`src/rtl/btn_pkg.sv`:
```
// btn_pkg: shared types and width helpers for the button debounce slice.
//   btn_state_e  per-channel debounce FSM state
//   width_for()  counter width able to hold 0..max_val
//   max_u()      larger of two unsigned values
package btn_pkg;

  typedef enum logic [1:0] {
    IDLE         = 2'd0,
    PRESS_WAIT   = 2'd1,
    PRESSED      = 2'd2,
    RELEASE_WAIT = 2'd3
  } btn_state_e;

  function automatic int unsigned width_for(input int unsigned max_val);
    return (max_val < 2) ? 1 : $clog2(max_val + 1);
  endfunction

  function automatic int unsigned max_u(input int unsigned a, input int unsigned b);
    return (a > b) ? a : b;
  endfunction

endpackage

```
`src/rtl/btn_debounce_ch.sv`:
```
// btn_debounce_ch: one button channel -- 2-FF synchroniser, tick-driven debounce
// FSM, registered one-clk press pulse and debounced level.
// Optional feature macro: BTN_AUTO_REPEAT_EN (auto-repeat pulses while held).
// Ports:
//   clk      system clock
//   rst_n    synchronous active-low reset
//   tick     1-clk sample strobe; FSM only advances when high
//   btn_raw  asynchronous raw button, active-high
//   level    debounced level
//   pulse    1-clk pulse per accepted press (and per repeat)
module btn_debounce_ch
  import btn_pkg::*;
#(
  parameter int unsigned STABLE_CNT    = 20
`ifdef BTN_AUTO_REPEAT_EN
  ,
  parameter int unsigned REPEAT_DELAY  = 500,
  parameter int unsigned REPEAT_PERIOD = 100
`endif
) (
  input  logic clk,
  input  logic rst_n,
  input  logic tick,
  input  logic btn_raw,
  output logic level,
  output logic pulse
);

  localparam int unsigned CW = width_for(STABLE_CNT);
  localparam logic [CW-1:0] CNT_LAST = CW'(STABLE_CNT - 1);

  logic          sync_q1;
  logic          sync;
  btn_state_e    state, state_nxt;
  logic [CW-1:0] cnt, cnt_nxt;
  logic          level_nxt;
  logic          pulse_nxt;

`ifdef BTN_AUTO_REPEAT_EN
  localparam int unsigned HW = width_for(max_u(REPEAT_DELAY, REPEAT_PERIOD));
  localparam logic [HW-1:0] DELAY_LAST  = HW'(REPEAT_DELAY - 1);
  localparam logic [HW-1:0] PERIOD_LAST = HW'(REPEAT_PERIOD - 1);

  logic [HW-1:0] hold_cnt, hold_cnt_nxt;
  logic          repeating, repeating_nxt;
`endif

  always_ff @(posedge clk) begin
    if (!rst_n) begin
      sync_q1 <= 1'b0;
      sync    <= 1'b0;
      state   <= IDLE;
      cnt     <= '0;
      level   <= 1'b0;
      pulse   <= 1'b0;
`ifdef BTN_AUTO_REPEAT_EN
      hold_cnt  <= '0;
      repeating <= 1'b0;
`endif
    end else begin
      sync_q1 <= btn_raw;
      sync    <= sync_q1;
      state   <= state_nxt;
      cnt     <= cnt_nxt;
      level   <= level_nxt;
      pulse   <= pulse_nxt;
`ifdef BTN_AUTO_REPEAT_EN
      hold_cnt  <= hold_cnt_nxt;
      repeating <= repeating_nxt;
`endif
    end
  end

  always_comb begin
    state_nxt = state;
    cnt_nxt   = cnt;
    level_nxt = level;
    pulse_nxt = 1'b0;
`ifdef BTN_AUTO_REPEAT_EN
    hold_cnt_nxt  = hold_cnt;
    repeating_nxt = repeating;
`endif
    if (tick) begin
      unique case (state)
        IDLE: begin
          if (sync) begin
            // A single required sample means the first agreeing sample accepts.
            if (STABLE_CNT == 1) begin
              state_nxt = PRESSED;
              level_nxt = 1'b1;
              pulse_nxt = 1'b1;
              cnt_nxt   = '0;
            end else begin
              state_nxt = PRESS_WAIT;
              cnt_nxt   = CW'(1);
            end
          end
        end
        PRESS_WAIT: begin
          if (!sync) begin
            state_nxt = IDLE;
            cnt_nxt   = '0;
          end else if (cnt == CNT_LAST) begin
            state_nxt = PRESSED;
            level_nxt = 1'b1;
            pulse_nxt = 1'b1;
            cnt_nxt   = '0;
          end else begin
            cnt_nxt = cnt + 1'b1;
          end
        end
        PRESSED: begin
          if (!sync) begin
            if (STABLE_CNT == 1) begin
              state_nxt = IDLE;
              level_nxt = 1'b0;
              cnt_nxt   = '0;
            end else begin
              state_nxt = RELEASE_WAIT;
              cnt_nxt   = CW'(1);
            end
          end
`ifdef BTN_AUTO_REPEAT_EN
          else if (hold_cnt == (repeating ? PERIOD_LAST : DELAY_LAST)) begin
            pulse_nxt     = 1'b1;
            hold_cnt_nxt  = '0;
            repeating_nxt = 1'b1;
          end else begin
            hold_cnt_nxt = hold_cnt + 1'b1;
          end
`endif
        end
        RELEASE_WAIT: begin
          if (sync) begin
            state_nxt = PRESSED;
            cnt_nxt   = '0;
          end else if (cnt == CNT_LAST) begin
            state_nxt = IDLE;
            level_nxt = 1'b0;
            cnt_nxt   = '0;
          end else begin
            cnt_nxt = cnt + 1'b1;
          end
        end
        default: begin
          state_nxt = IDLE;
          cnt_nxt   = '0;
        end
      endcase
    end
`ifdef BTN_AUTO_REPEAT_EN
    // Hold timer lives only in PRESSED: clearing it whenever PRESSED is not the
    // next state both stops repeats on release and zeroes it for re-entry.
    if (state_nxt != PRESSED) begin
      hold_cnt_nxt  = '0;
      repeating_nxt = 1'b0;
    end
`endif
  end

endmodule

```
`src/rtl/btn_debounce_pulse.sv`:
```
// btn_debounce_pulse: conditioning stage for the traffic-light controller's
// push-buttons. Shared sample-tick generator plus N_BTN debounce channels.
// Optional feature macro: BTN_AUTO_REPEAT_EN (auto-repeat pulses while held).
// Ports:
//   clk        system clock
//   rst_n      synchronous active-low reset
//   btn_raw    asynchronous raw buttons, active-high
//   btn_level  debounced level per button
//   btn_pulse  1-clk pulse per accepted press (and per repeat)
//   tick       1-clk sample strobe, every CLK_HZ/SAMPLE_HZ cycles
module btn_debounce_pulse
  import btn_pkg::*;
#(
  parameter int unsigned N_BTN         = 4,
  parameter int unsigned CLK_HZ        = 100_000_000,
  parameter int unsigned SAMPLE_HZ     = 1_000,
  parameter int unsigned STABLE_CNT    = 20,
  parameter int unsigned REPEAT_DELAY  = 500,
  parameter int unsigned REPEAT_PERIOD = 100
) (
  input  logic             clk,
  input  logic             rst_n,
  input  logic [N_BTN-1:0] btn_raw,
  output logic [N_BTN-1:0] btn_level,
  output logic [N_BTN-1:0] btn_pulse,
  output logic             tick
);

  localparam int unsigned TICK_DIV = CLK_HZ / SAMPLE_HZ;
  localparam int unsigned TW       = width_for(TICK_DIV - 1);
  localparam logic [TW-1:0] TICK_LAST = TW'(TICK_DIV - 1);

  if (TICK_DIV < 2 || STABLE_CNT < 1 || STABLE_CNT > 255 ||
      REPEAT_DELAY < 1 || REPEAT_PERIOD < 1) begin : g_param_check
    $error("btn_debounce_pulse: invalid parameter set");
  end

  logic [TW-1:0] tick_cnt;

  always_ff @(posedge clk) begin
    if (!rst_n) begin
      tick_cnt <= '0;
    end else if (tick_cnt == TICK_LAST) begin
      tick_cnt <= '0;
    end else begin
      tick_cnt <= tick_cnt + 1'b1;
    end
  end

  assign tick = (tick_cnt == TICK_LAST);

  for (genvar i = 0; i < N_BTN; i++) begin : g_ch
    btn_debounce_ch #(
      .STABLE_CNT   (STABLE_CNT)
`ifdef BTN_AUTO_REPEAT_EN
      ,
      .REPEAT_DELAY (REPEAT_DELAY),
      .REPEAT_PERIOD(REPEAT_PERIOD)
`endif
    ) u_ch (
      .clk    (clk),
      .rst_n  (rst_n),
      .tick   (tick),
      .btn_raw(btn_raw[i]),
      .level  (btn_level[i]),
      .pulse  (btn_pulse[i])
    );
  end

endmodule

```
`config.mk`:
```
export PLATFORM = sky130hd
export DESIGN_NAME = btn_debounce_pulse
export DESIGN_NICKNAME = d
export VERILOG_FILES = /design/src/rtl/btn_pkg.sv /design/src/rtl/btn_debounce_ch.sv /design/src/rtl/btn_debounce_pulse.sv
export SDC_FILE = /design/constraint.sdc
export NUM_CORES = 1
export LEC_CHECK = 0
export BUFFER_PORTS_ARGS = -buffer_cell sky130_fd_sc_hd__buf_2
export CORE_UTILIZATION = 55
export CTS_CLUSTER_SIZE = 30
export DETAILED_ROUTE_END_ITERATION = 8
export PLACE_DENSITY = 0.87
export SETUP_SLACK_MARGIN = 0.5
export SLEW_MARGIN = 30
export SYNTH_ARGS = -nofsm -noshare
export SYNTH_HDL_FRONTEND = slang
export SYNTH_SLANG_ARGS = --single-unit
```
`constraint.sdc`:
```
create_clock -name clk -period 2 [get_ports clk]
set_input_delay 0.4 -clock clk [delete_from_list [all_inputs] [get_ports clk]]
set_output_delay 0.4 -clock clk [all_outputs]
set_load 0.005 [all_outputs]
```
==> Yosys cells after proc, flatten, opt, wreduce, memory -nomap -nowiden <==
Index checks and enable logic that the tools add are counted.
W data, S select, Z words.
{ "word_totals": {"register_bits": 61, "output_inout_bits": 9, "input_bits": 6, "wordCells": 181} }
{ "classes": {"mux": 76, "n_eq_ne": 49, "reduce_logical": 25, "add_sub_neg": 5, "bitwise_logic": 1} }
{ "ops": {"columns": ["operator", "n"], "rows": [
  ["$mux W5", 20],
  ["$pmux W5 S4", 4],
  ["$mux W2", 24],
  ["$ne A2 B1 Y1 const B", 16],
  ["$pmux W2 S4", 4],
  ["$reduce_and A6 Y1", 4],
  ["$add A5 B1 Y5 const B", 4],
  ["$eq A5 B5 Y1 const B", 4],
  ["$mux W1", 20],
  ["$reduce_and A5 Y1", 4],
  ["$add A17 B1 Y17 const B", 1],
  ["$eq A17 B17 Y1 const B", 1],
  ["$eq A2 B2 Y1 const B", 8],
  ["$ne A2 B2 Y1 const B", 8],
  ["$reduce_and A4 Y1", 4],
  ["$ne A3 B1 Y1 const B", 4],
  ["$ne A3 B3 Y1 const B", 4],
  ["$reduce_and A3 Y1", 4],
  ["$eq A2 B1 Y1 const B", 4],
  ["$logic_not A2 Y1", 4],
  ["$pmux W1 S2", 4],
  ["$reduce_bool A2 Y1", 4],
  ["$reduce_or A2 Y1", 1],
  ["$not A1 Y1", 1]
]} }

==> Logic depth before layout (Yosys ltp) <==
{ "logic_depth": {"word_depth": 4, "mapped_depth": 8, "depth_no_buf": 6} }

==> Hierarchy <==
From an unflattened synthesis, not the netlist that was laid out.
{ "hier_totals": {"cells_unflattened": 322, "area_unflattened_um2": 2837.7} }
{ "by_module_without_submodules": {"columns": ["module", "seq_area_each_um2", "n_inst", "area_each_um2", "cells_per_inst"], "rows": [
  ["btn_debounce_ch", 220.2, 4, 518.0, 59],
  ["btn_debounce_pulse", 340.3, 1, 765.7, 86]
]} }

==> Least setup slack after synthesis <==
No wires, ideal clock.
{ "synth_path": {"kind": "register to register", "startpoint": "register tick_cnt[6]", "endpoint": "register g_ch[3].u_ch.cnt[4]", "t_arrival_ns": 2.150, "stages_incl_launch_ff": 6, "n_path_buf": 1, "synth_period_minus_slack_ns": 2.221, "slack_ns": -0.221, "setup_time_ns": 0.070, "t_required_ns": 1.930, "path_cell_list": "dfxtp_1 -> or4b_4 -> or4_1 -> buf_2 -> or4_1 -> a21oi_1"} }
{ "synth_between": {"elab_chain_len": 2} }
{ "synth_lines": {"columns": ["element", "line", "rtl"], "rows": [
  ["start: declaration", "btn_debounce_pulse.sv:38", "logic [TW-1:0] tick_cnt;"],
  ["start signal: assignment", "btn_debounce_pulse.sv:46", "tick_cnt <= tick_cnt + 1'b1;"],
  ["$eq A17 B17 Y1", "btn_debounce_pulse.sv:50", "assign tick = (tick_cnt == TICK_LAST);"],
  ["$reduce_and A3 Y1 (no source line)", null, null],
  ["end signal: assignment", "btn_debounce_ch.sv:64", "cnt <= cnt_nxt;"],
  ["end: declaration", "btn_debounce_ch.sv:35", "logic [CW-1:0] cnt, cnt_nxt;"]
]} }
No other way between the ends.
A chain may end at the register's enable or synchronous reset.

==> Worst setup path after layout <==
{ "layout_path": {"startpoint": "register tick_cnt[13]", "endpoint": "output tick"} }
{ "layout_between": {"elab_chain_len": 1} }
{ "layout_lines": {"columns": ["element", "line", "rtl"], "rows": [
  ["$eq A17 B17 Y1", "btn_debounce_pulse.sv:50", null],
  ["end: declaration", "btn_debounce_pulse.sv:26", "output logic tick"]
]} }
No other way between the ends.

==> metrics.yaml <==
pwr:
  netSwitchingFraction: 0.2382
  p_leak_nw: 1.503
  p_int_w: 0.001919
  ir_worst_vdd_uv: 587.2
  power_frac_seq: 0.490
  clkPwrFrac: 0.469
  power_frac_comb: 0.041
  p_sw_w: 0.0005999
  cellPowerDensity_mw_per_mm2: 631.6
detailed_routing:
  firstDrtPassIters: 5
  wirelength_mm: 9.359
  drt_iter0_drc: 373
  ant_nets: 0
  dr_total_vias: 3071
  wl_per_cell_um: 19.74
  post-route-drc-count: 0
  vias_per_cell: 6.479
synthesis:
  synth_edf_count: 0
  synth_area_mm2: 0.002970
  ys_ff_latch: 61
  async_flop_share: 0
  syn_area_per_cell_um2: 8.535
  yosys_warnings: 0
  synthCells: 348
  synth_fp_nets: 359
  ys_seq_area_frac: 0.4111
  yosysUniqueCellTypes: 47
  ys.flop_type: "dfxtp_1"
outcome:
  outcome: "finished, violations left"
  violations: "negative setup slack"
job:
  cap_viol_max_count: 0
setup_path:
  critPathKind: "flop to output port"
  cp.required_ns: 1.60
  endpoint_kind: "output port"
  arrival_ns: 2.00
  critical-path-max-stage-delay_ns: 0.60
  cp_slowest_cell: "or4_4"
  crit_path_max_fanout: 2
  path_cells: "or4b_4, or4_4, inv_4, buf_6"
  worstSetupStartpointType: "flop"
clock_network:
  path_clk_slew_ns: 0.07
  hold_buffers: 0
  cts_tree: "built"
  cts_buffers: 9
  clk_latency_ns: 0.35
  cts.sinks: 61
  cts_root_buffer: "clkbuf_8"
  clockBufferDepth: 2
  h-tree-depth: 3
grt:
  antenna_found_initial: 0
  grt_pass1_wl_mm: 13.48
  grt_start_max_net_pins: 20
  first_global_vias: 2965
  overflow: 0
  grt_usage: 0.3205
finish:
  syn_to_final_growth_pct: 34.25
  diodes: 0
  layout_common_cells: "56 x dfxtp_1, 34 x buf_4, 21 x inv_1"
  final_nets: 410
  multi_input_area_mm2: 0.001802
  final_common_cell: "dfxtp_1"
  drive_above_1_share: 0.3292
  seqCellArea_mm2: 0.001230
  fill_cells: 330
  final_core_utilization: 0.7758
floorplanning:
  chipHeight_um: 75.49
  die_w_um: 75.49
  rows: 26
  dieArea_mm2: 0.005699
  io_pins: 15
  core_area_mm2: 0.005140
  initial_core_util: 0.5779
timing:
  worst_slack_ns: -0.3973
  tightestPinTransition_ns: 0.6371
  max-slew-margin-rel: 0.5737
  rsz0062_at_grt: "true"
  fmax_ghz: 0.4171
  finalSetupViolations: 54
  finalCritPeriodShare: 1.199
  hold_viol_final: 0
  fin_crit_ns: 2.397
  skew_ns: 0.009876
  slew_violations: 0
placement:
  pre_cts_ws_ns: -0.2359
  hpwl_mm: 4.620
  gp_congestion: 0.8933
  io_buffers: 14
hold_path:
  hp-class: "input port to flop"
logic make-up after synthesis:
kind of cell               share of synthesized area
xor gates and xnor gates                     0.05013
DFF                                           0.4111
AOI/OAI and AO/OA                             0.1441
muxes                                        0.01011
and+or+nand+nor                               0.2881
buffers and inverters                        0.07540
adders and majority gates                    0.02106
power groups by stage:
stage | combinational [W] | sequential [W] | clock, W
global route | 0.000111 | 0.00123 | 0.00124
floorplan | 0.0000434 | 0.00126 | 0
global placement | 0.0000762 | 0.00126 | 0
detailed placement | 0.0000796 | 0.00126 | 0
CTS | 0.0000924 | 0.00123 | 0.00116
finish | 0.000104 | 0.00123 | 0.00118
worst paths after layout:
check,start,end,slack [ns],cells after the start
hold reg to reg,g_ch[1].u_ch.sync_q1$_SDFF_PN0_,g_ch[1].u_ch.sync$_SDFF_PN0_,0.43,1
hold / removal,btn_raw[3],g_ch[3].u_ch.sync_q1$_SDFF_PN0_,0.25,2
setup reg to reg,tick_cnt[13]$_SDFF_PP0_,g_ch[3].u_ch.cnt[4]$_SDFFE_PN0P_,-0.38,6
setup / recovery,tick_cnt[13]$_SDFF_PP0_,tick,-0.40,4
Yosys cell counts (5+ instances only):
library cell | n | area (um2)
and2_1 | 10 | 62.56
xnor2_1 | 7 | 61.31
buf_4 | 8 | 60.06
or4_1 | 9 | 67.56
o31ai_1 | 6 | 45.04
ha_1 | 5 | 62.56
nand3_1 | 21 | 105.1
or3_1 | 7 | 43.79
clkbuf_1 | 12 | 45.04
a31oi_1 | 7 | 43.79
nor2_1 | 20 | 75.07
nand2_1 | 15 | 56.30
nor3_1 | 6 | 30.03
inv_1 | 21 | 78.83
and3_1 | 7 | 43.79
nor4_1 | 9 | 56.30
nand4_1 | 14 | 87.58
a21oi_1 | 25 | 125.1
xor2_1 | 10 | 87.58
o21ai_0 | 13 | 65.06
dfxtp_1 | 61 | 1221
registers in the layout (all words and copies together) (netlist names), named ones only:
signal             flops
g_ch.u_ch.pulse        4
g_ch.u_ch.sync         4
tick_cnt              17
g_ch.u_ch.sync_q1      4
g_ch.u_ch.state        4
g_ch.u_ch.level        4
g_ch.u_ch.cnt         20
metrics by stage:
stage               instances  TNS [ns]  hold slack [ns]  total power (W)  area (um2)
floorplan                 348    -3.463           0.4119         0.001304        3039
global placement          444    -2.893           0.4147         0.001336        3318
detailed placement        444    -4.287           0.4169         0.001340        3318
CTS                       469    -9.131           0.2515         0.002487        3790
global route              474    -15.43           0.2462         0.002584        3988
finish                    474    -13.93           0.2503         0.002519        3988
metal layers:
| metal | GRT usage | vias to the layer above | wire, um |
|---|---|---|---|
| met5 | 0 | - | 0 |
| met4 | 0.1914 | 0 | 386 |
| met3 | 0.08598 | 50 | 720 |
| met2 | 0.5357 | 184 | 4591 |
| met1 | 0.3683 | 1462 | 3660 |
| li1 | - | 1375 | - |
worst max-delay path, delay by kind of cell (launching register included):
kind	cells	cell delay, ns
flip-flops	1	0.32
AND/OR/NAND/NOR	2	1.14
buffers and inverters	2	0.19
final cells by class:
class	count	area share
well taps	70	0.02196
flip-flops and latches	61	0.3084
clock inverters	5	0.01412
multi-input cells	239	0.4518
inverters	22	0.02134
clock buffers	11	0.03828
repair buffers	66	0.1440
timing repair:
item                       CTS  global route
setup buffers                6             5
pin swaps                   16            19
gates cloned                 3             0
setup endpoints to repair   54            54
gates resized for setup     44            36
(Power assumes the default switching activity.)
